[src/rtl/fll_pkg.sv]
// Shared types and constants for the FLL loop controller: FSM states,
// sample classes and the mid-scale reset values of the DAC and corner select.
package fll_pkg;

   localparam int DAC_W      = 10;
   localparam int CORNER_W   = 3;
   localparam int DAC_MID    = 1 << (DAC_W - 1);
   localparam int CORNER_MID = 1 << (CORNER_W - 1);

   typedef enum logic [1:0] {
      ST_ACQ,
      ST_LOCKED,
      ST_SETTLE,
      ST_TEST
   } state_e;

   typedef enum logic [1:0] {
      CLS_UP,
      CLS_DOWN,
      CLS_IN
   } sample_e;

endpackage

[src/rtl/fll_window_cmp.sv]
// Combinational classifier: places a frequency count below, above or inside
// the inclusive [lower, upper] window.
module fll_window_cmp
   import fll_pkg::*;
#(
   parameter int N = DAC_W
) (
   input  logic [N-1:0] count,
   input  logic [N-1:0] lower,
   input  logic [N-1:0] upper,
   output sample_e      cls
);

   // Below-window wins, so an inverted window (lower > upper) never reports IN.
   always_comb begin
      cls = CLS_IN;
      if (count < lower) begin
         cls = CLS_UP;
      end else if (count > upper) begin
         cls = CLS_DOWN;
      end
   end

endmodule

[src/rtl/fll_loop_ctrl.sv]
// FLL digital loop controller: steps the VCO DAC word and corner select from
// windowed frequency measurements, tracks the in-window streak and reports lock.
module fll_loop_ctrl
   import fll_pkg::*;
#(
   parameter int N        = DAC_W,
   parameter int CW       = CORNER_W,
   parameter int LOCK_CNT = 4
) (
   input  logic          clk,
   input  logic          reset,
   input  logic [N-1:0]  count,
   input  logic          count_valid,
   input  logic [N-1:0]  upper,
   input  logic [N-1:0]  lower,
   input  logic          test,
   input  logic [N-1:0]  test_val,
   output logic [N-1:0]  dac,
   output logic [CW-1:0] corner,
   output logic          lock,
   output logic          sat
);

   localparam int            SW       = $clog2(LOCK_CNT + 1);
   localparam logic [N-1:0]  DAC_RST  = N'(DAC_MID);
   localparam logic [N-1:0]  DAC_MAX  = '1;
   localparam logic [CW-1:0] COR_RST  = CW'(CORNER_MID);
   localparam logic [CW-1:0] COR_MAX  = '1;
   localparam logic [SW-1:0] LOCK_MAX = SW'(LOCK_CNT);

   state_e        state_q,  state_d;
   logic [N-1:0]  dac_q,    dac_d;
   logic [CW-1:0] corner_q, corner_d;
   logic [SW-1:0] streak_q, streak_d;
   logic          lock_q,   lock_d;
   logic          sat_q,    sat_d;
   sample_e       cls;

   fll_window_cmp #(.N(N)) u_window_cmp (
      .count (count),
      .lower (lower),
      .upper (upper),
      .cls   (cls)
   );

   always_comb begin
      // NOTE: every *_d defaults to its flop first, so no path can leave one unassigned and infer a latch.
      state_d  = state_q;
      dac_d    = dac_q;
      corner_d = corner_q;
      streak_d = streak_q;
      lock_d   = lock_q;
      sat_d    = sat_q;

      if (test) begin
         state_d  = ST_TEST;
         dac_d    = test_val;
         streak_d = '0;
         lock_d   = 1'b0;
      end else if (count_valid && state_q == ST_SETTLE) begin
         // This measurement straddled a corner switch and is untrustworthy.
         state_d  = ST_ACQ;
         streak_d = '0;
      end else if (count_valid) begin
         if (state_q == ST_TEST) begin
            state_d = ST_ACQ;
         end
         unique case (cls)
            CLS_IN: begin
               sat_d = 1'b0;
               if (streak_q != LOCK_MAX) begin
                  streak_d = streak_q + 1'b1;
               end
               if (streak_d == LOCK_MAX) begin
                  state_d = ST_LOCKED;
                  lock_d  = 1'b1;
               end
            end
            CLS_UP: begin
               streak_d = '0;
               lock_d   = 1'b0;
               state_d  = ST_ACQ;
               if (dac_q != DAC_MAX) begin
                  dac_d = dac_q + 1'b1;
                  sat_d = 1'b0;
               end else if (corner_q != COR_MAX) begin
                  corner_d = corner_q + 1'b1;
                  dac_d    = DAC_RST;
                  state_d  = ST_SETTLE;
                  sat_d    = 1'b0;
               end else begin
                  sat_d = 1'b1;
               end
            end
            default: begin
               streak_d = '0;
               lock_d   = 1'b0;
               state_d  = ST_ACQ;
               if (dac_q != '0) begin
                  dac_d = dac_q - 1'b1;
                  sat_d = 1'b0;
               end else if (corner_q != '0) begin
                  corner_d = corner_q - 1'b1;
                  dac_d    = DAC_RST;
                  state_d  = ST_SETTLE;
                  sat_d    = 1'b0;
               end else begin
                  sat_d = 1'b1;
               end
            end
         endcase
      end else if (state_q == ST_TEST) begin
         state_d = ST_ACQ;
      end
   end

   // NOTE: sequential state uses non-blocking assignments so every flop samples pre-edge values.
   always_ff @(posedge clk or posedge reset) begin
      if (reset) begin
         state_q  <= ST_ACQ;
         dac_q    <= DAC_RST;
         corner_q <= COR_RST;
         streak_q <= '0;
         lock_q   <= 1'b0;
         sat_q    <= 1'b0;
      end else begin
         state_q  <= state_d;
         dac_q    <= dac_d;
         corner_q <= corner_d;
         streak_q <= streak_d;
         lock_q   <= lock_d;
         sat_q    <= sat_d;
      end
   end

   assign dac    = dac_q;
   assign corner = corner_q;
   assign lock   = lock_q;
   assign sat    = sat_q;

endmodule

[config.mk]
export PLATFORM = sky130hd
export DESIGN_NAME = fll_loop_ctrl
export DESIGN_NICKNAME = d
export VERILOG_FILES = /design/src/rtl/fll_pkg.sv /design/src/rtl/fll_window_cmp.sv /design/src/rtl/fll_loop_ctrl.sv
export SDC_FILE = /design/constraint.sdc
export NUM_CORES = 1
export LEC_CHECK = 0
export ABC_CLOCK_PERIOD_IN_PS = 6000
export CORE_MARGIN = 4
export CORE_UTILIZATION = 35
export DETAILED_ROUTE_END_ITERATION = 12
export GPL_TIMING_DRIVEN = 0
export HOLD_SLACK_MARGIN = 0.06
export PLACE_DENSITY = 0.68
export SYNTH_ARGS = -nofsm -noshare
export SYNTH_HDL_FRONTEND = slang
export SYNTH_SLANG_ARGS = --single-unit
[constraint.sdc]
create_clock -name clk -period 6 [get_ports clk]
set_input_delay 0.9 -clock clk [delete_from_list [all_inputs] [get_ports clk]]
set_output_delay 0.9 -clock clk [all_outputs]
set_load 0.03 [all_outputs]
==> impl_metrics.toml, run 1 <==
[route]
drc = 0
drt_iter0_drc = 108
dr.pass1.iters = 4
post_drt_wl_per_cell_um = 14.52
num_vias = 2177
drt-total-wl_um = 5836
routed_via_density = 5.415
ant_nets = 0

[clocking]
clkTransAtPathRegs_ns = 0.08
clock-root-buffer = "clkbuf_8"
cts_resized = 0
numCtsBuffers = 3
htreeDepth = 1
cts_setup_buffers = 0
clockBufferDepth = 2
ctsHoldBuffers = 0
cts.sinks = 20
insertion_delay_ns = 0.27
cts_tree = "done"

[power]
leakage_nw = 1.242
vdd.ir_drop.worst_mv = 0.08808
p_per_area_nw_per_um2 = 174.1

[timing]
finalSetupViolations = 0
fin_setup_tns_ns = 0
min_period_ns = 3.604
rsz0062_at_grt = "false"
relSlewSlack_pct = 47.37
whs_ns = 0.4960
finalCritPeriodShare_pct = 60.06
drv_slew = 0
fmax_mhz = 277.5
worst_slack_ns = 2.396
finalHoldViolations = 0
fin_worst_skew_ns = 0.004381
worstMarginPinSlew_ns = 0.7886

[logic_synthesis]
synthTopCellsByArea = "dfrtp_1, ha_1, inv_1"
synthTopCellsByCount = "inv_1, nand2_1, ha_1, nor2_1, dfrtp_1"
ys_ff_latch = 20
syn-num-nets = 333
ys_seq_area_share_pct = 23.34
ys_types = 61
synth_ff_type = "dfrtp_1"
synth_edf_count = 0
syn_area_um2 = 2155
synth_top_cell_area_share_pct = 20.91
post-synth-top-area-cell = "dfrtp_1"
yosysWarnings = 0
synthCells = 265
syn_avg_cell_area_um2 = 8.130
synth_most_common_cell = "inv_1"
synthArstFlopShare_pct = 100.0

[min_path]
hold_path_class = "register to register"

[place]
place_ws_ns = 2.109
io_buffers = 58
place_area_um2 = 2829
gp_routability_congestion = 0.8751
post-dp-hpwl_um = 4598

[layout]
final_area_um2 = 2900
drive_gt1_share_pct = 9.480
fin_nets = 396
antenna_cells = 0
area_growth_pct = 34.61
final.fill_count = 605

[die]
fp.dieH_um = 86.46
design.core.area_um2 = 5956
pin_count = 59
die_w_um = 86.46
initial_core_util_pct = 36.18
design.die.area_um2 = 7475
rows = 28

[global_route]
grt_util_met2_pct = 26.15
antenna_found_initial = 0
gr-total-overflow = 0
met1_usage_pct = 21.72
use_met3_pct = 3.232
grt_pass1_wl_um = 9708
grt_usage_pct = 15.89
busiest_layer = "met2"
grt_pass1_vias = 2095
grt_start_max_net_pins = 21

[status]
status = "finished, final reports clean"

[critical_path]
critPathLaunchType = "primary input"
worstPathRequired_ns = 6.20
cp_data_arrival_time_ns = 3.80
worst-setup-path-type = "primary input to register"
worstSetupEndpointType = "register"
cp_max_fo = 10

[run]
maxCapViolations = 0
==> worst paths after layout <==
| path | startpoint | end | slack [ns] | cells past startpoint |
|---|---|---|---|---|
| max in group asynchronous | reset | corner[0] | 4.44 | 2 |
| min in group asynchronous | reset | dac[7] | 1.07 | 2 |
| hold / removal | sat | sat | 0.50 | 2 |
| setup / recovery | lower[3] | corner[2] | 2.40 | 14 |
| hold reg to reg | sat | sat | 0.50 | 2 |
| setup reg to reg | dac[0] | dac[0] | 3.35 | 12 |
==> sequential cells by signal, summed over array words and instances (netlist names) <==
register / cells
dac: 10
corner: 3
streak_q: 3
state_q: 2
lock: 1
sat: 1
==> cell families (layout without fill, tap and decap cells) <==
logic type / count (synthesis) / in the layout / share of synthesized area [%]
DFF: 20 / 20 / 23.34
buffers and inverters: 44 / 106 / 9.697
muxes: 7 / 7 / 4.007
adders and majority gates: 24 / 24 / 14.29
xor gates and xnor gates: 4 / 4 / 1.626
AOI/OAI and AO/OA: 67 / 67 / 22.30
and+or+nand+nor: 99 / 99 / 24.74
==> critical path, cell delays in order <==
cell,delay [ns]
clkdlybuf4s50_1,0.45
inv_1,0.04
ha_1,0.30
a211oi_2,0.22
nor4_2,0.08
or2_1,0.21
buf_4,0.17
nor2_4,0.15
clkinv_2,0.16
buf_4,0.22
fa_1,0.38
xnor2_1,0.14
nor3_1,0.21
xor2_1,0.17
==> where the power goes <==
part	total [mW]	switching, mW	internal, mW
clock	0.142	0.0525	0.0892
sequential	0.162	0.0160	0.146
combinational	0.202	0.108	0.0940
total	0.505	0.176	0.329
==> per-layer routing <==
| metal | part of all wire (%) | vias to the layer above |
|---|---|---|
| met2 | 47 | 61 |
| met4 | 1.2 | 0 |
| li1 | - | 1095 |
| met5 | 0 | - |
| met1 | 45 | 1010 |
| met3 | 6.1 | 11 |
==> layout by cell type, fill, tap and decap left out, types with 3 or more instances in the layout <==
cell             instances
o21ai_0                 11
inv_1                   31
clkdlybuf4s50_1         58
nand4_1                  7
nor3_1                  12
o21ai_1                  4
a31o_1                   3
o31ai_1                  3
mux2_2                   3
buf_4                    4
clkbuf_1                 3
and3_1                   3
nand3_1                  6
nand2_1                 24
ha_1                    23
o211ai_1                 5
clkbuf_8                 3
a211oi_1                 3
a21oi_1                 14
a31oi_1                  4
dfrtp_1                 18
nand2b_1                 3
mux2i_1                  3
or3_1                    7
nor2_1                  20
==> cell type report <==
cell class	count	area [µm²]	share of cell area, %
tap	75	93.84	3.236
clock inverter	1	30.03	1.035
inverter	32	121.4	4.185
multi-input combinational	201	1443	49.74
sequential	20	503.0	17.34
timing repair buffer	58	580.6	20.02
buffer	12	87.58	3.020
clock buffer	3	41.29	1.424
==> through the flow <==
stage               power, mW  std cells  utilization (%)
global placement       0.3615        398            47.50
detailed placement     0.3650        398            47.50
finish                 0.5050        402            48.70
CTS                    0.5085        402            48.70
floorplan              0.2864        265                -
global route           0.5376        402            48.70
Power figures use the tool's default switching activity.
==> run 2, diff against run 1 <==
--- a/config.mk
+++ b/config.mk
@@ -5,7 +5,7 @@
 export SDC_FILE = /design/constraint.sdc
 export NUM_CORES = 1
 export LEC_CHECK = 0
-export ABC_CLOCK_PERIOD_IN_PS = 6000
+export ABC_CLOCK_PERIOD_IN_PS = 3500
 export CORE_MARGIN = 4
 export CORE_UTILIZATION = 35
 export DETAILED_ROUTE_END_ITERATION = 12
==> constraint.sdc (replaced) <==
create_clock -name clk -period 3.5 [get_ports clk]
set_input_delay 0.525 -clock clk [delete_from_list [all_inputs] [get_ports clk]]
set_output_delay 0.525 -clock clk [all_outputs]
set_load 0.03 [all_outputs]
==> results of run 2 <==
The final DEF is identical to that of run 1. Status: finished, final reports clean.
Main changes from that run: setup slack after placement 2.109 ns -> -0.01619 ns; setup slack after layout 2.396 ns -> 0.2714 ns; register-to-register setup slack 3.35 ns -> 0.85 ns; total power 0.5050 mW -> 0.8657 mW; worst IR drop on VDD 0.08808 mV -> 0.1510 mV
==> run 3, diff against run 2 <==
--- a/config.mk
+++ b/config.mk
@@ -12,6 +12,7 @@
 export GPL_TIMING_DRIVEN = 0
 export HOLD_SLACK_MARGIN = 0.06
 export PLACE_DENSITY = 0.68
+export SLEW_MARGIN = 30
 export SYNTH_ARGS = -nofsm -noshare
 export SYNTH_HDL_FRONTEND = slang
 export SYNTH_SLANG_ARGS = --single-unit
==> results of run 3 <==
The final DEF is identical to that of run 1. Status: finished, final reports clean.
Main changes from that run: setup slack after placement 2.109 ns -> -0.01619 ns; setup slack after layout 2.396 ns -> 0.2714 ns; register-to-register setup slack 3.35 ns -> 0.85 ns; total power 0.5050 mW -> 0.8657 mW; worst IR drop on VDD 0.08808 mV -> 0.1510 mV
